`src/rtl/sr_ff_bank.sv`:
```
// Bank of WIDTH edge-triggered SR flip-flops with a global enable and selectable S=R=1 resolution.
// Conflicting requests are reported per bit, in a sticky error bit and in a saturating edge counter.
module sr_ff_bank #(
  parameter int                 WIDTH = 8,
  parameter int                 MODE  = 0,
  parameter logic [WIDTH-1:0]   INIT  = '0,
  parameter int                 CNT_W = 8
) (
  input  logic              C,
  input  logic              rst,
  input  logic              en,
  input  logic [WIDTH-1:0]  S,
  input  logic [WIDTH-1:0]  R,
  input  logic              err_clr,
  output logic [WIDTH-1:0]  Q,
  output logic [WIDTH-1:0]  Qp,
  output logic [WIDTH-1:0]  conflict,
  output logic              err_sticky,
  output logic [CNT_W-1:0]  conflict_cnt
);

  // Out-of-range MODE values fall back to hold.
  localparam int MODE_EFF = (MODE >= 0 && MODE <= 3) ? MODE : 0;

  logic [WIDTH-1:0] q_q, q_d;
  logic [WIDTH-1:0] conflict_q, conflict_d;
  logic             err_q, err_d;
  logic [CNT_W-1:0] cnt_q, cnt_d;

  logic [WIDTH-1:0] both;
  logic [WIDTH-1:0] conf_val;
  logic             any_c;

  function automatic logic [WIDTH-1:0] resolve_conflict(input logic [WIDTH-1:0] cur);
    case (MODE_EFF)
      1:       resolve_conflict = '1;
      2:       resolve_conflict = '0;
      3:       resolve_conflict = ~cur;
      default: resolve_conflict = cur;
    endcase
  endfunction

  function automatic logic [CNT_W-1:0] sat_inc(input logic [CNT_W-1:0] cur);
    sat_inc = (cur == '1) ? cur : cur + CNT_W'(1);
  endfunction

  always_comb begin
    both     = S & R;
    any_c    = en & (|both);
    conf_val = resolve_conflict(q_q);

    q_d = q_q;
    if (en)
      q_d = (q_q & ~S & ~R) | (S & ~R) | (both & conf_val);

    conflict_d = en ? both : '0;

    // A fresh conflict outranks a simultaneous clear.
    err_d = err_q;
    if (any_c)
      err_d = 1'b1;
    else if (err_clr)
      err_d = 1'b0;

    cnt_d = cnt_q;
    if (err_clr && any_c)
      cnt_d = CNT_W'(1);
    else if (err_clr)
      cnt_d = '0;
    else if (any_c)
      cnt_d = sat_inc(cnt_q);
  end

  always_ff @(posedge C or posedge rst) begin
    if (rst) begin
      q_q        <= INIT;
      conflict_q <= '0;
      err_q      <= 1'b0;
      cnt_q      <= '0;
    end else begin
      q_q        <= q_d;
      conflict_q <= conflict_d;
      err_q      <= err_d;
      cnt_q      <= cnt_d;
    end
  end

  assign Q            = q_q;
  assign Qp           = ~q_q;
  assign conflict     = conflict_q;
  assign err_sticky   = err_q;
  assign conflict_cnt = cnt_q;

endmodule

```
`config.mk`:
```
export PLATFORM = sky130hd
export DESIGN_NAME = sr_ff_bank
export DESIGN_NICKNAME = d
export VERILOG_FILES = /design/src/rtl/sr_ff_bank.sv
export SDC_FILE = /design/constraint.sdc
export NUM_CORES = 1
export LEC_CHECK = 0
export CORE_UTILIZATION = 40
export CTS_BUF_LIST = sky130_fd_sc_hd__clkbuf_8
export DETAILED_ROUTE_END_ITERATION = 12
export GPL_ROUTABILITY_DRIVEN = 1
export GPL_TIMING_DRIVEN = 0
export HOLD_SLACK_MARGIN = 0.08
export PLACE_DENSITY = 0.8
export SETUP_SLACK_MARGIN = 0.05
export SYNTH_ARGS = -nofsm -noshare
export SYNTH_HDL_FRONTEND = slang
export SYNTH_SLANG_ARGS = --single-unit
```
`constraint.sdc`:
```
create_clock -name C -period 3.8 [get_ports C]
set_input_delay 0.57 -clock C [delete_from_list [all_inputs] [get_ports C]]
set_output_delay 0.57 -clock C [all_outputs]
set_load 0.1 [all_outputs]
```
======== Word level (Yosys, flattened, before mapping) ========
Index checks and enable logic that the tools add are counted.
word-level totals
  register bits after elaboration ......... 25
  output and inout bits ................... 33
  word-level logic and storage cells ...... 30
cells by class
  $add $sub $neg .......................... 1
  equal/unequal tests ..................... 2
  multiplexer cells ....................... 7
  bitwise gates (word level) .............. 11
  reduce and logical (&&, ||, !) cells .... 5
operators by type and width
  kind                                           count
  AND 8 bit                                      5
  two-way mux 8 bit                              5
  NOT 8 bit                                      3
  OR 8 bit                                       2
  adder 8 x 1 -> 8 bit (second input constant)   1
  equality test 8 bit (second input constant)    1
  OR reduction 8 bit                             1
  inequality test 3 bit (second input constant)  1
  nonzero test 3 bit                             1
  two-way mux 1 bit                              2
  AND reduction 2 bit                            1
  nonzero test 2 bit                             1
  AND 1 bit                                      1
  logical AND 1 bit                              1

======== Depth between registers and ports, before layout ========
  depth in word-level cells ............... 6
  gate-level depth with buffers ........... 5
  depth with buffers taken out ............ 5

======== Least setup slack after synthesis ========
OpenSTA, ideal clock, no wires.
  path kind ............................... register to register
  start point ............................. register cnt_q[0], in the netlist conflict_cnt[0]
  end point ............................... register cnt_q[0], in the netlist conflict_cnt[0]
  arrival ................................. 2,169 ps
  required time ........................... 3,713 ps
  setup slack ............................. 1,544 ps
  stages on the path, launching flop included .. 6
  path buffers ............................ 0
  cell sequence ........................... dfrtp_1 -> ha_1 -> nand2_1 -> or3_1 -> and4_1 -> a211oi_2
on the way
  cells in the longest elaborated chain, start to end .. 5
  elaborated cells between the ends (all ways) .. 8
RTL lines
  what                      RTL line  source
  start: declaration        28        logic [CNT_W-1:0] cnt_q, cnt_d;
  start signal: assignment  84        cnt_q <= cnt_d;
  adder 8 x 1 -> 8 bit      44        sat_inc = (cur == '1) ? cur : cur + CNT_W'(1);
  two-way mux 8 bit         44
  two-way mux 8 bit         70        else if (any_c)
  two-way mux 8 bit         68        else if (err_clr)
  two-way mux 8 bit         66        if (err_clr && any_c)
Several ways; a longest one is shown, not always the timed one. The select of a mux whose other input is x is not followed.
A chain may end at the register's enable or synchronous reset.

======== Worst setup path in the final report ========
  start point ............................. register q_q[3], in the netlist Q[3]
  end point ............................... output Qp[3]
on the way
  cells in the longest elaborated chain, start to end .. 1
RTL lines
  what                      RTL line  source
  start: declaration        25        logic [WIDTH-1:0] q_q, q_d;
  start signal: assignment  81        q_q <= q_d;
  NOT 8 bit                 89        assign Qp = ~q_q;
  end: declaration          16        output logic [WIDTH-1:0] Qp,
No other way between the ends.

==> results.json <==
{
  "status": "finished with violations",
  "failed_checks": "design-rule violations",
  "final_common_cell": "clkdlybuf4s50_1",
  "clk_latency_ns": 0.26,
  "ctsResizeCount": 0,
  "worstPathRequired_ns": 3.23,
  "final_cell_mix": "clkdlybuf4s50_1 (50), dfrtp_1 (25), o21ai_0 (16), a21oi_1 (13), inv_1 (13)",
  "holdBufCountCts": 0,
  "path_buf_inv": 2,
  "num_antenna_cells": 0,
  "root_buffer": "clkbuf_8",
  "ys_types": 33,
  "gp_congestion": 0.808,
  "grt_pass1_vias": 1090,
  "syn_area_per_cell_um2": 10.4,
  "arrival_ns": 1.90,
  "path_max_fanout": 4,
  "ys_ff_latch": 25,
  "start_kind": "flip-flop",
  "hpwlAfterDp_mm": 2.22,
  "max_freq_mhz": 405,
  "rows": 19,
  "wl_per_cell_um": 14.6,
  "drive_above_1_share_pct": 7.06,
  "synthCells": 116,
  "maxCapViolCount": 0,
  "globalRouteTotalUtil_pct": 19.6,
  "peakVddDrop_uv": 242,
  "postPlaceCellArea_um2": 1750,
  "wirelength_mm": 2.93,
  "p_per_area_nw_per_um2": 445,
  "portBuffers": 50,
  "viasPerCell": 5.47,
  "dr.pass1.iters": 8,
  "cts.htree.levels": 1,
  "timing.setup.tns_ns": 0,
  "nets": 192,
  "rsz0062_at_grt": "no",
  "drv_slew": 0,
  "drc": 6,
  "coreArea_um2": 2810,
  "crit_chain": "inv_1 -> clkdlybuf4s50_1",
  "syn_area_um2": 1210,
  "p_total_uw": 797,
  "crit_family": "buffers and inverters",
  "gr-total-overflow": 0,
  "ant_nets": 0,
  "crit_type": "flip-flop to primary output",
  "worstMarginPinSlew_ns": 0.995,
  "dr.first_iter.drc_count": 34,
  "period_share_pct": 64.9,
  "die_area_um2": 3240,
  "ioPinCount": 53,
  "cp_slowest_stage_delay_ns": 1.14,
  "cellLeakagePower_nw": 0.806,
  "multi_input_area_um2": 510,
  "start_util_pct": 43.0,
  "grt_pass1_wl_mm": 4.99,
  "regArea_um2": 626,
  "setup_viol": 0,
  "syn_nets": 137,
  "antenna_found_initial": 0,
  "vias": 1100,
  "grt_max_degree": 26,
  "die_y_um": 56.9,
  "finalHoldViolations": 0,
  "crit_path_end_kind": "primary output",
  "yosys_warnings": 0,
  "cts_setup_buffers": 0,
  "hp-class": "flip-flop to flip-flop",
  "skew_ns": 0.00150,
  "yosysSeqAreaShare_pct": 51.9,
  "cts_buffers": 3,
  "cp_slowest_cell": "clkdlybuf4s50_1",
  "period_needed_ns": 2.47,
  "cts.sinks": 25,
  "n_fill_cell": 236,
  "syn2layout_area_growth_pct": 48.4,
  "die_w_um": 56.9,
  "clkTransAtPathRegs_ns": 0.08,
  "cts_tree": "yes",
  "clock_path_buffers": 2,
  "maxSlewHeadroom_pct": 33.5,
  "stdcell_area_um2": 1790
}
[final cells by class]
type / instances / share of cell area (%)
buffer: 4 / 1.40
clock inverter: 1 / 0.210
multi-input combinational: 75 / 28.5
inverter: 12 / 2.52
sequential: 25 / 34.9
tap: 31 / 2.17
clock buffer: 3 / 2.31
timing repair buffer: 50 / 28.0
[routing by layer]
| metal | up-vias | GRT usage [%] | part of all wire, % |
|---|---|---|---|
| li1 | 536 | - | - |
| met1 | 523 | 25.6 | 44 |
| met2 | 36 | 33.9 | 51 |
| met3 | 5 | 1.38 | 4.1 |
| met4 | 0 | 7.32 | 1.6 |
| met5 | - | 0 | 0 |
[sequential cells by signal, summed over array words and instances, names as in the netlist]
signal        flops
conflict          8
Q                 8
conflict_cnt      8
err_sticky        1
[cell usage after synthesis, drive strengths merged]
cell type   n  share of area, %
and4        1              0.73
ha          1               1.0
or4         2               1.2
o41ai       2               3.0
nor2        3              0.93
nor2b       1              0.52
or3         1              0.52
a22o        4               2.9
nand3       4               1.7
o311ai      1              0.73
a21oi      13               5.4
o41a        1              0.93
nor3        2               1.8
nand4       2               1.0
o31ai       2               1.2
nor4        2               1.6
nand2b      1              0.52
buf         3               1.8
o211a       1              0.83
inv        12               3.7
mux2        1               1.2
nand2       2              0.62
o21ai      17               7.1
and3        8               4.1
dfrtp      25                52
a21o        1              0.62
clkbuf      1              0.31
a211oi      2               2.1
[worst register-to-register path: stages (launching register included)]
cell and delay [ns]:
dfrtp_1 0.43, ha_1 0.25, nand2_1 0.18, nor3_4 0.10, or4_1 0.51, a21oi_1 0.17
[where the power goes]
part           internal [mW]  total, mW  leakage, nW  switching, mW
clock                 0.0722      0.152       0.0269         0.0800
combinational         0.0825      0.346        0.468          0.263
sequential             0.283      0.299        0.311         0.0160
[path summary, 6_finish.rpt]
kind | from | end | slack (ns) | cells past startpoint
worst max-delay path | Q[3] | Qp[3] | 1.33 | 2
worst min-delay path | err_sticky | err_sticky | 0.49 | 1
worst max register to register | conflict_cnt[0] | conflict_cnt[4] | 2.08 | 5
worst min register to register | err_sticky | err_sticky | 0.49 | 1
max in group asynchronous | rst | conflict[5] | 2.41 | 2
min in group asynchronous | rst | conflict_cnt[6] | 0.82 | 2
[cell families (layout without fill, tap and decap cells)]
kind of cell               Yosys count  count (layout)  synth area share (%)
muxes                                1               1                  1.24
and+or+nand+nor                     29              29                  15.3
buffers and inverters               16              70                  5.81
AOI/OAI and AO/OA                   44              44                  24.8
DFF                                 25              25                  51.9
adders and majority gates            1               1                  1.04
[per-stage QoR]
stage	hold slack, ns	worst slack [ns]	std cells	util [%]
2_1_floorplan	0.597	1.54	116	-
3_3_place_gp	0.478	1.43	197	62.2
3_5_place_dp	0.472	1.41	197	62.2
4_1_cts	0.497	1.33	201	63.8
5_1_grt	0.512	1.27	201	63.8
6_report	0.492	1.33	201	63.8
(Power assumes the default switching activity.)
